==> src/rtl/jk_drive_sequencer.sv <==
// Command FIFO + drive sequencer for an external JK flip-flop: applies j/k per opcode for cnt+1 cycles, then checks q.
// Optional checker (q_start capture, expected value, sticky err) compiled in with `define JKSEQ_CHECK_EN.
module jk_drive_sequencer #(
    parameter int unsigned CNT_W      = 4,
    parameter int unsigned FIFO_DEPTH = 4
) (
    input  logic             clk,
    input  logic             rst_n,
    input  logic             cmd_valid,
    output logic             cmd_ready,
    input  logic [1:0]       cmd_op,
    input  logic [CNT_W-1:0] cmd_cnt,
    input  logic             err_clr,
    input  logic             q,
    output logic             j,
    output logic             k,
    output logic             busy,
    output logic             done,
    output logic             err
);
    localparam int unsigned AW = $clog2(FIFO_DEPTH);

    typedef struct packed {
        logic [1:0]       op;
        logic [CNT_W-1:0] cnt;
    } cmd_t;

    typedef enum logic [1:0] {S_IDLE, S_DRIVE, S_CHECK} state_t;

    cmd_t             mem [FIFO_DEPTH];
    cmd_t             head;
    logic [AW:0]      wr_ptr, rd_ptr, wr_ptr_n, rd_ptr_n;
    logic             empty, empty_n, full_n, push, pop;
    state_t           state, state_n;
    logic [1:0]       op, op_n;
    logic [CNT_W-1:0] cnt, cnt_n;
    logic             j_n, k_n, done_n, busy_n;

    // FIFO bookkeeping; ready follows the registered full state only
    assign head     = mem[rd_ptr[AW-1:0]];
    assign empty    = (wr_ptr == rd_ptr);
    assign push     = cmd_valid && cmd_ready;
    assign pop      = (state == S_IDLE) && !empty;
    assign wr_ptr_n = wr_ptr + (AW+1)'(push);
    assign rd_ptr_n = rd_ptr + (AW+1)'(pop);
    assign empty_n  = (wr_ptr_n == rd_ptr_n);
    assign full_n   = (wr_ptr_n[AW] != rd_ptr_n[AW]) &&
                      (wr_ptr_n[AW-1:0] == rd_ptr_n[AW-1:0]);

    always_ff @(posedge clk) begin
        if (push) mem[wr_ptr[AW-1:0]] <= cmd_t'{op: cmd_op, cnt: cmd_cnt};
    end

    always_ff @(posedge clk or negedge rst_n) begin
        if (!rst_n) begin
            state <= S_IDLE;
        end else begin
            state <= state_n;
        end
    end

    // Next state plus next values of the registered outputs
    always_comb begin
        state_n = state;
        op_n    = op;
        cnt_n   = cnt;
        j_n     = 1'b0;
        k_n     = 1'b0;
        done_n  = 1'b0;
        busy_n  = 1'b0;
        case (state)
            S_IDLE: begin
                if (!empty) begin
                    state_n = S_DRIVE;
                    op_n    = head.op;
                    cnt_n   = head.cnt;
                end
            end
            S_DRIVE: begin
                if (cnt == '0) state_n = S_CHECK;
                else           cnt_n   = cnt - CNT_W'(1);
            end
            S_CHECK: state_n = S_IDLE;
            default: state_n = S_IDLE;
        endcase
        j_n    = (state_n == S_DRIVE) && op_n[1];
        k_n    = (state_n == S_DRIVE) && op_n[0];
        done_n = (state_n == S_CHECK);
        busy_n = (state_n != S_IDLE) || !empty_n;
    end

    always_ff @(posedge clk or negedge rst_n) begin
        if (!rst_n) begin
            wr_ptr    <= '0;
            rd_ptr    <= '0;
            op        <= 2'b00;
            cnt       <= '0;
            cmd_ready <= 1'b0;
            j         <= 1'b0;
            k         <= 1'b0;
            done      <= 1'b0;
            busy      <= 1'b0;
        end else begin
            wr_ptr    <= wr_ptr_n;
            rd_ptr    <= rd_ptr_n;
            op        <= op_n;
            cnt       <= cnt_n;
            cmd_ready <= !full_n;
            j         <= j_n;
            k         <= k_n;
            done      <= done_n;
            busy      <= busy_n;
        end
    end

`ifdef JKSEQ_CHECK_EN
    logic q_start, cnt_lsb, q_exp, mismatch;

    // TOGGLE runs cnt+1 cycles, so q flips iff the original count is even
    always_comb begin
        q_exp = q_start;
        case (op)
            2'b00: q_exp = q_start;
            2'b01: q_exp = 1'b0;
            2'b10: q_exp = 1'b1;
            2'b11: q_exp = q_start ^ ~cnt_lsb;
            default: q_exp = q_start;
        endcase
    end

    assign mismatch = (state == S_CHECK) && (q != q_exp);

    always_ff @(posedge clk or negedge rst_n) begin
        if (!rst_n) begin
            q_start <= 1'b0;
            cnt_lsb <= 1'b0;
            err     <= 1'b0;
        end else begin
            if (pop) begin
                q_start <= q;
                cnt_lsb <= head.cnt[0];
            end
            if (mismatch)     err <= 1'b1;
            else if (err_clr) err <= 1'b0;
        end
    end
`else
    logic unused_chk;
    assign unused_chk = ^{q, err_clr};
    assign err        = 1'b0;
`endif

endmodule

==> config.mk <==
export PLATFORM = sky130hd
export DESIGN_NAME = jk_drive_sequencer
export DESIGN_NICKNAME = d
export VERILOG_FILES = /design/src/rtl/jk_drive_sequencer.sv
export SDC_FILE = /design/constraint.sdc
export NUM_CORES = 1
export LEC_CHECK = 0
export ABC_AREA = 1
export CAP_MARGIN = 10
export CORE_MARGIN = 1
export CORE_UTILIZATION = 50
export CTS_CLUSTER_SIZE = 24
export DETAILED_ROUTE_END_ITERATION = 8
export PLACE_DENSITY = 0.71
export SYNTH_ARGS = -nofsm -noshare
export SYNTH_HDL_FRONTEND = slang
export SYNTH_SLANG_ARGS = --single-unit
==> constraint.sdc <==
create_clock -name clk -period 2.1 [get_ports clk]
set_input_delay 0.42 -clock clk [delete_from_list [all_inputs] [get_ports clk]]
set_output_delay 0.42 -clock clk [all_outputs]
set_load 0.05 [all_outputs]
---- After elaboration in Yosys (flattened, before gate mapping) ----
Memory sizes are Yosys's and may differ from the RTL's.
Index checks and enable logic that the tools add are counted.
word-level totals
  register bits ........................... 19
  bits in writable memories ............... 24
  input bits .............................. 11
  word-level logic and storage cells ...... 47
  memories kept ........................... 1
memory list
  name  words  bits a word  rd ports  clocked after Yosys merged registers in  wr ports  RTL line  source
  mem   4      6            1         0                                        1         30        cmd_t mem [FIFO_DEPTH];
cells by class
  add/subtract/negate cells ............... 3
  eq/ne operators ......................... 9
  mux-type cells .......................... 10
  reductions and logical operators ........ 14
operators with widths
  operator               count
  $mux W2                4
  $mux W4                2
  $pmux W4 S2            1
  $add A3 B1 Y3          2
  $eq A3 B3 Y1           2
  $logic_and A1 B1 Y1    5
  $eq A2 B1 Y1 const B   2
  $logic_not A4 Y1       1
  $ne A2 B2 Y1 const B   2
  $pmux W2 S2            1
  $reduce_bool A2 Y1     2
  $sub A4 B1 Y4 const B  1
  $logic_not A1 Y1       3
  $reduce_and A3 Y1      1
  $eq A2 B2 Y1           1
  $eq A2 B2 Y1 const B   1
  $logic_not A2 Y1       1
  $mux W1                2
  $logic_or A1 B1 Y1     1
  $ne A1 B1 Y1           1

---- Logic depth before layout (Yosys ltp) ----
Gate-level depths: netlist of run 1.
  depth in word-level cells ............... 7
  mapped depth ............................ 14

---- Worst setup path before layout of run 1 ----
No wires, ideal clock.
  path kind ............................... register to register
  from .................................... register rd_ptr[1]
  to ...................................... register busy
  setup time .............................. 119 ps
  arrival ................................. 2028 ps
  path slack .............................. -47 ps
  stages on the path, launching flop included .. 15
  path buffers ............................ 1
  period minus slack after synthesis ...... 2147 ps
  cells stage by stage .................... dfrtp_1 buf_6 inv_4 nand2_1 nand2_1 nand3_2 nand2_4 inv_1 ha_1 ha_1 or2_2 a21oi_1 nand2_1 nor2_1 nand2_1
on the way
  cells in the longest elaborated chain, start to end .. 7
  elaborated cells on any way between the ends .. 10
ends and longest elaborated chain
  what                    RTL line  source
  start, declared         32        logic [AW:0] wr_ptr, rd_ptr, wr_ptr_n, rd_ptr_n;
  start signal, assigned  105       rd_ptr <= rd_ptr_n;
  $eq A3 B3 Y1            41        assign empty = (wr_ptr == rd_ptr);
  $logic_not A1 Y1        --
  $logic_and A1 B1 Y1     43        assign pop = (state == S_IDLE) && !empty;
  $add A3 B1 Y3 *         45        assign rd_ptr_n = rd_ptr + (AW+1)'(pop);
  named net rd_ptr_n[1]   32
  $eq A3 B3 Y1 *          46        assign empty_n = (wr_ptr_n == rd_ptr_n);
  $logic_not A1 Y1 *      89        busy_n = (state_n != S_IDLE) || !empty_n;
  $logic_or A1 B1 Y1 *    89
  named net busy_n        37        logic j_n, k_n, done_n, busy_n;
  end signal, assigned    112       busy <= busy_n;
  end, declared           17        output logic busy,
Mark *: on every way through the listed nets, which the timed path passes. The rest lies on a longest branch.
A chain may end at the register's enable or synchronous reset.

---- Worst setup path after layout of run 1 ----
  from .................................... register rd_ptr[2]
  to ...................................... register busy
on the way
  cells in the longest elaborated chain, start to end .. 7
  elaborated cells on any way between the ends .. 10
ends and longest elaborated chain
  what                   RTL line
  $eq A3 B3 Y1           41
  $logic_not A1 Y1       --
  $logic_and A1 B1 Y1    43
  $add A3 B1 Y3          45
  named net rd_ptr_n[1]  32
  $eq A3 B3 Y1           46
  $logic_not A1 Y1       89
  $logic_or A1 B1 Y1     89
  named net busy_n       37
The timed path passes the listed nets, and every way through them passes these cells.

==> results of run 1 <==
## what timing repair did
item	in CTS	in global routing
resized for setup	1	6
setup buffers	0	2
setup endpoints to repair	1	1
pin swaps	0	2
## worst reg2reg max path: stages, from the launching register on
cell and delay, ns:
dfrtp_1 0.43, xnor2_2 0.21, nand3_2 0.13, nand2_4 0.08, inv_1 0.04, ha_2 0.19
ha_4 0.22, or2_4 0.24, a21oi_2 0.13, nand2_1 0.06, nor2_1 0.09, nand2_1 0.06
## routing by layer
metal | up-vias | wire (um) | GRT usage [%]
li1 | 655 | - | -
met1 | 611 | 1461 | 23.03
met2 | 28 | 1721 | 32.39
met3 | 7 | 133 | 6.159
met4 | 0 | 63 | 8.239
met5 | - | 0 | 0
## final cells by class
type	count	area, um2
Clock buffer	5	68.82
Fill cell	284	1137
Timing Repair Buffer	30	257.7
Sequential cell	43	1200
Multi-Input combinational cell	120	609.3
Inverter	18	70.07
Clock inverter	3	67.56
Tap cell	46	57.56
## worst paths after layout
check                             to      start  depth (start not counted)  slack [ns]
setup / recovery                busy  rd_ptr[2]                         11        0.13
hold / removal                cnt[2]      rst_n                          2        0.45
setup reg to reg                busy  rd_ptr[2]                         11        0.13
hold reg to reg               cnt[1]     cnt[1]                          2        0.52
max in group asynchronous  wr_ptr[1]      rst_n                          2        1.44
min in group clk              cnt[1]     cnt[1]                          2        0.52
## cell usage after synthesis
library cell,number
nand2_2,1
edfxtp_1,24
conb_1,1
o21ai_0,1
nor2_1,8
xor2_1,5
buf_6,1
nand3_2,1
ha_1,5
nand3_1,16
or2_2,1
nand2_1,72
nor3_1,4
a21oi_1,1
inv_4,1
buf_4,2
nand4_1,1
buf_2,1
dfrtp_1,19
nand2_4,2
inv_1,15
inv_2,2
xnor2_1,1
## logic make-up (layout without fill, tap and decap cells)
group | count (synthesis) | in the layout | share of synthesized area (%)
AOI/OAI and AO/OA | 2 | 2 | 0.5325
xor gates and xnor gates | 6 | 6 | 2.798
adders and majority gates | 5 | 5 | 3.331
buffers and inverters | 22 | 56 | 5.396
DFF | 43 | 43 | 63.69
other | 1 | 1 | 0.1997
and+or+nand+nor | 106 | 106 | 24.05
## power groups by stage
stage	logic, uW	clock network (uW)	registers, uW
after floorplan	1140	0	1440
after global placement	1730	0	1330
after detailed placement	1770	0	1340
after CTS	1790	768	1330
after global routing	2070	815	1370
final	1880	758	1340
## state kept, by name (all words and copies together), names as in the netlist, 2 cells and up
register and flops:
cnt 4, mem 24, op 2, rd_ptr 3, state 2, wr_ptr 3
## cells in the final DEF, fill, tap and decap left out, drive strengths merged
master,synthesis,routed
or2,1,1
buf,4,17
a21oi,1,1
ha,5,5
nand3,17,17
clkinvlp,0,1
bufinv,0,2
nor3,4,4
clkdlybuf4s50,0,13
dfrtp,19,19
clkbuf,0,5
xnor2,1,1
xor2,5,5
edfxtp,24,24
inv,18,18
nand4,1,1
nor2,8,8
nand2,75,75
o21ai,1,1
conb,1,1
## stage by stage
stage / cells / hold WS, ns / setup slack, ns / utilization (%)
6_report: 265 / 0.4455 / 0.1270 / 67.21
5_1_grt: 265 / 0.4573 / -0.009777 / 67.21
4_1_cts: 263 / 0.4480 / 0.004387 / 66.23
3_5_place_dp: 255 / 0.4986 / -0.01280 / 62.09
3_3_place_gp: 255 / 0.4976 / -0.01151 / 62.09
2_1_floorplan: 185 / 0.1244 / 0.005158 / -
==> impl_results.md, run 1 <==
* Fmax at 506.8 MHz
* CP max stage cell: dfrtp_1
* Crit-path leading delay family: simple AND/OR/NAND/NOR gates
* DIE WIDTH at 63.29 um
* Final period util at 93.95%
* Total gr overflow at 0
* Post-synth top area share at 38.37%
* IO Count at 17
* Top cell by count, worst path: nand2_1
* Hpwl dp at 2249 um
* Routed WL per cell at 12.75 um
* Initial antenna violation count at 0
* First-pass DRT Iterations at 4
* Switch Pwr at 1569 uW
* Total Routing Usage GR at 19.41%
* CTS Sinks at 43
* Pleak at 0.001076 uW
* Final wirelength at 3380 um
* Post-route cell area at 2331 um2
* Initial Util at 54.15%
* CP arrival at 2.16 ns
* Gate power share at 47.2%
* CTS Buf Count at 5
* P&R area growth vs syn at 24.12%
* Peak fanout along the critical path at 3
* Global-route wire length before repair at 5664 um
* Seq/Total Area, Yosys at 63.69%
* Worst VDD drop at 0.7068 mV
* Total power at 3977 uW
* Share of post-route cells with drive strength above 1 at 18.72%
* Vias in the first global route at 1253
* HP Class: input port to asynchronous set/reset pin
* Core region area at 3468 um2
* Setup CP Type: register to register
* Final hold vios at 0
* Hold-fix buffers, CTS at 0
* Critical Path, Cell by Cell: xnor2_2 > nand3_2 > nand2_4 > inv_1 > ha_2 > ha_4 > or2_4 > a21oi_2 > nand2_1 > nor2_1 > nand2_1
* CTS tree: done
* H-tree Lvls at 2
* Syn_nets at 201
* CTS root buf: clkbuf_8
* Clk_skew at 0.006552 ns
* Average vias per placed instance at 4.909
* Yosys reg bits at 43
* Final setup viols at 0
* Top cells by area, synth: edfxtp_1, dfrtp_1, nand2_1, nand3_1, ha_1
* CP endpoint kind: register
* Count of different cell masters after synthesis at 23
* Worst-path clk slew at 0.08 ns
* Area after DPL at 2153 um2
* Pwr Density at 1706 nW/um2
* Startpoint types: register
* Fin crit period at 1.973 ns
* Setup TNS at 0 ns
* Port Buffers at 13
* Die area at 4005 um2
* Internal power at 2408 uW
* # DRC at 0
* Final ANT Viol Nets at 0
* Max-cap violations at 0
* Status: finished clean
* Synth Cell Area at 1878 um2
* Sw Share at 39.45%
* Final #Nets at 234
* Critical path buffers and inverters at 1
* Largest net degree at the start of global routing at 20
* Largest area contributor in the netlist: edfxtp_1
* Flop pwr share at 33.7%
* Final Max Tran Viols at 0
* Total number of vias at 1301
* CP max stage delay at 0.43 ns
* Worst path required time at 2.29 ns
* Mapped Avg Cell Area at 10.15 um2
* Yosys warnings at 0
* FP Rows at 21
* Worst skew pair latency at 0.30 ns
* Die Span Y at 63.29 um
* Clock share of power at 19.1%
* Routability cong. at 0.8212
* # diodes at 0
* Clk buf depth at 2
* Cells after synthesis at 185
* Iteration-0 DRC Markers at 98
Note: power is estimated with default switching activity, not from simulation.
==> run 2, diff against run 1 <==
Settings changed: CELL_PAD_IN_SITES_DETAIL_PLACEMENT from default to 0, CELL_PAD_IN_SITES_GLOBAL_PLACEMENT from default to 1, CORE_UTILIZATION 50 to 40, PLACE_DENSITY 0.71 to 0.72.
==> impl_results.md, run 2 (synthesis gave the netlist of run 1 again) <==
* Status: finished clean
* Final setup viols at 0 (unchanged)
* Startpoint types: register
* Final period util at 92.97% (-0.99 points)
* Total Routing Usage GR at 16.83% (-2.6 points)
* Clock share of power at 13.7% (-5.4 points)
* Worst-path clk slew at 0.09 ns (about the same)
* Total gr overflow at 0 (unchanged)
* Register-to-register setup slack at 0.15 ns (+0.02 ns)
* Average vias per placed instance at 4.759 (-3.1%)
* Hpwl dp at 2500 um (+11%)
* Iteration-0 DRC Markers at 101 (+3.1%)
* Final #Nets at 241 (+3.0%)
* Largest net degree at the start of global routing at 20 (unchanged)
* Fin crit period at 1.952 ns (-0.02070 ns)
* Worst skew pair latency at 0.30 ns (about the same)
* CP endpoint kind: register
* Initial Util at 42.26% (-12 points)
* Critical path buffers and inverters at 2 (+1)
* HP Class: input port to asynchronous set/reset pin
* Max reg flops at 24 (unchanged)
* Worst path required time at 2.29 ns (about the same)
* Worst r2r src: rd_ptr[0]
* # diodes at 0 (unchanged)
* RR Endpoint: busy
* CP max stage cell: dfrtp_1
* P&R area growth vs syn at 25.45%
* Vias in the first global route at 1352 (+7.9%)
* CTS root buf: clkbuf_8
* Initial antenna violation count at 0 (unchanged)
* Clk buf depth at 2 (unchanged)
* CTS Buf Count at 5 (unchanged)
* Gate power share at 52.3% (+5.1 points)
* Max-cap violations at 0 (unchanged)
* CTS tree: done
* Leading cell types in the layout, fill and taps excluded: nand2_1, edfxtp_1, buf_4
* Worst VDD drop at 0.7450 mV (+5.4%)
* Port Buffers at 13 (unchanged)
* Slew @ Worst Pin at 0.4968 ns
* Setup CP Type: register to register
* Layout Utilization at 53.01% (-14 points)
* CP Launch Point: rd_ptr[0]
* CTS Sinks at 43 (unchanged)
* Fmax at 512.2 MHz (+1.1%)
* CP max stage delay at 0.45 ns (+0.02 ns)
* Total number of vias at 1323 (+1.7%)
* Sw Share at 41.47% (+2.0 points)
* Share of post-route cells with drive strength above 1 at 21.24% (+2.5 points)
* Final wirelength at 3538 um (+4.7%)
* Final ANT Viol Nets at 0 (unchanged)
* Internal power at 2279 uW (-5.3%)
* Switch Pwr at 1615 uW (+2.9%)
* Final Max Tran Viols at 0 (unchanged)
* Fin Hold WS at 0.4400 ns (-0.005496 ns)
* DIE WIDTH at 70.52 um (+11%)
* Commonest non-fill, non-tap cell in the layout: nand2_1
* Global-route wire length before repair at 6251 um (+10%)
* Peak fanout along the critical path at 4 (+1)
* Routability cong. at 0.7043 (-14%)
* Worst relative slew slack at 66.78%
* Core region area at 4444 um2 (+28%)
* FP Rows at 24 (+14%)
* Setup TNS at 0 ns (unchanged)
* Final hold vios at 0 (unchanged)
* Crit-path leading delay family: simple AND/OR/NAND/NOR gates
* Hold-fix buffers, CTS at 0 (unchanged)
* Critical Path, Cell by Cell: inv_2 > nand2_1 > nand2_1 > nand3_2 > nand2_4 > inv_2 > ha_4 > ha_4 > or2_4 > a21oi_2 > nand2_1 > nor2_1 > nand2_1
* Flop pwr share at 34.0% (+0.3 points)
* Die Span Y at 70.52 um (+11%)
* Top cell by count, worst path: nand2_1
* H-tree Lvls at 2 (unchanged)
* Total power at 3895 uW (-2.1%)
* Fill count at 412 (+45%)
* Pleak at 0.001089 uW (+1.2%)
* IO Count at 17 (unchanged)
* CP arrival at 2.14 ns (-0.02 ns)
* Die area at 4973 um2 (+24%)
* First-pass DRT Iterations at 4 (unchanged)
* Clk_skew at 0.005843 ns (-0.0007095 ns)
* Routed WL per cell at 12.73 um (-0.22%)
* # DRC at 0 (unchanged)
* Reg2Reg Depth at 13 (+2)
* Pwr Density at 1653 nW/um2 (-3.1%)
[run 2: changes by cell type in the layout (fill, tap and decap cells not counted), sizes merged]
cell    delta
buf        +7
clkinv     +2
bufinv     -2
[run 2: power groups by stage]
stage                     combinational (uW)  sequential [uW]  clock (uW)
final                                   2040             1320         534
after global routing                    2320             1350         581
after floorplan                         1140             1440           0
after detailed placement                1850             1330           0
after CTS                               1910             1320         550
after global placement                  1810             1320           0
[run 2: metrics by stage]
step	std cells	worst slack [ns]	instance area (um2)
after floorplan	185	0.005158	1884
after global placement	262	-0.01714	2168
after detailed placement	262	-0.06199	2168
after CTS	271	0.05489	2290
after global routing	278	-0.02114	2356
final	278	0.1477	2356
[run 2: worst max-delay path by stage]
stage	slack, ns	to	cells past startpoint
global route	-0.02	busy	13
finish	0.15	busy	13
CTS	0.05	busy	13
global placement	-0.02	busy	10
detailed placement	-0.06	busy	10
floorplan	0.005	busy	14
[run 2: final cells by class]
type                    instances  area [um2]  share of cell area [%]
inverters                      18       70.07                   2.974
clock inverters                 3       25.02                   1.062
flip-flops and latches         43        1197                   50.82
well taps                      52       65.06                   2.762
multi-input cells             120       619.3                   26.29
repair buffers                 37       310.3                   13.17
clock buffers                   5       68.82                   2.921
[run 2: timing repair]
action | 4_1_cts | 5_1_grt
pin swaps | 1 | 5
setup buffers | 1 | 7
setup endpoints to repair | 2 | 2
cloned | 0 | 0
gates resized for setup | 2 | 6
[run 2: layer usage]
layer | global-route usage [%] | vias to the layer above | share of wire, %
li1 | - | 669 | -
met1 | 20.90 | 630 | 45
met2 | 27.51 | 18 | 50
met3 | 5.051 | 6 | 3.5
met4 | 7.029 | 0 | 1.8
met5 | 0 | - | 0
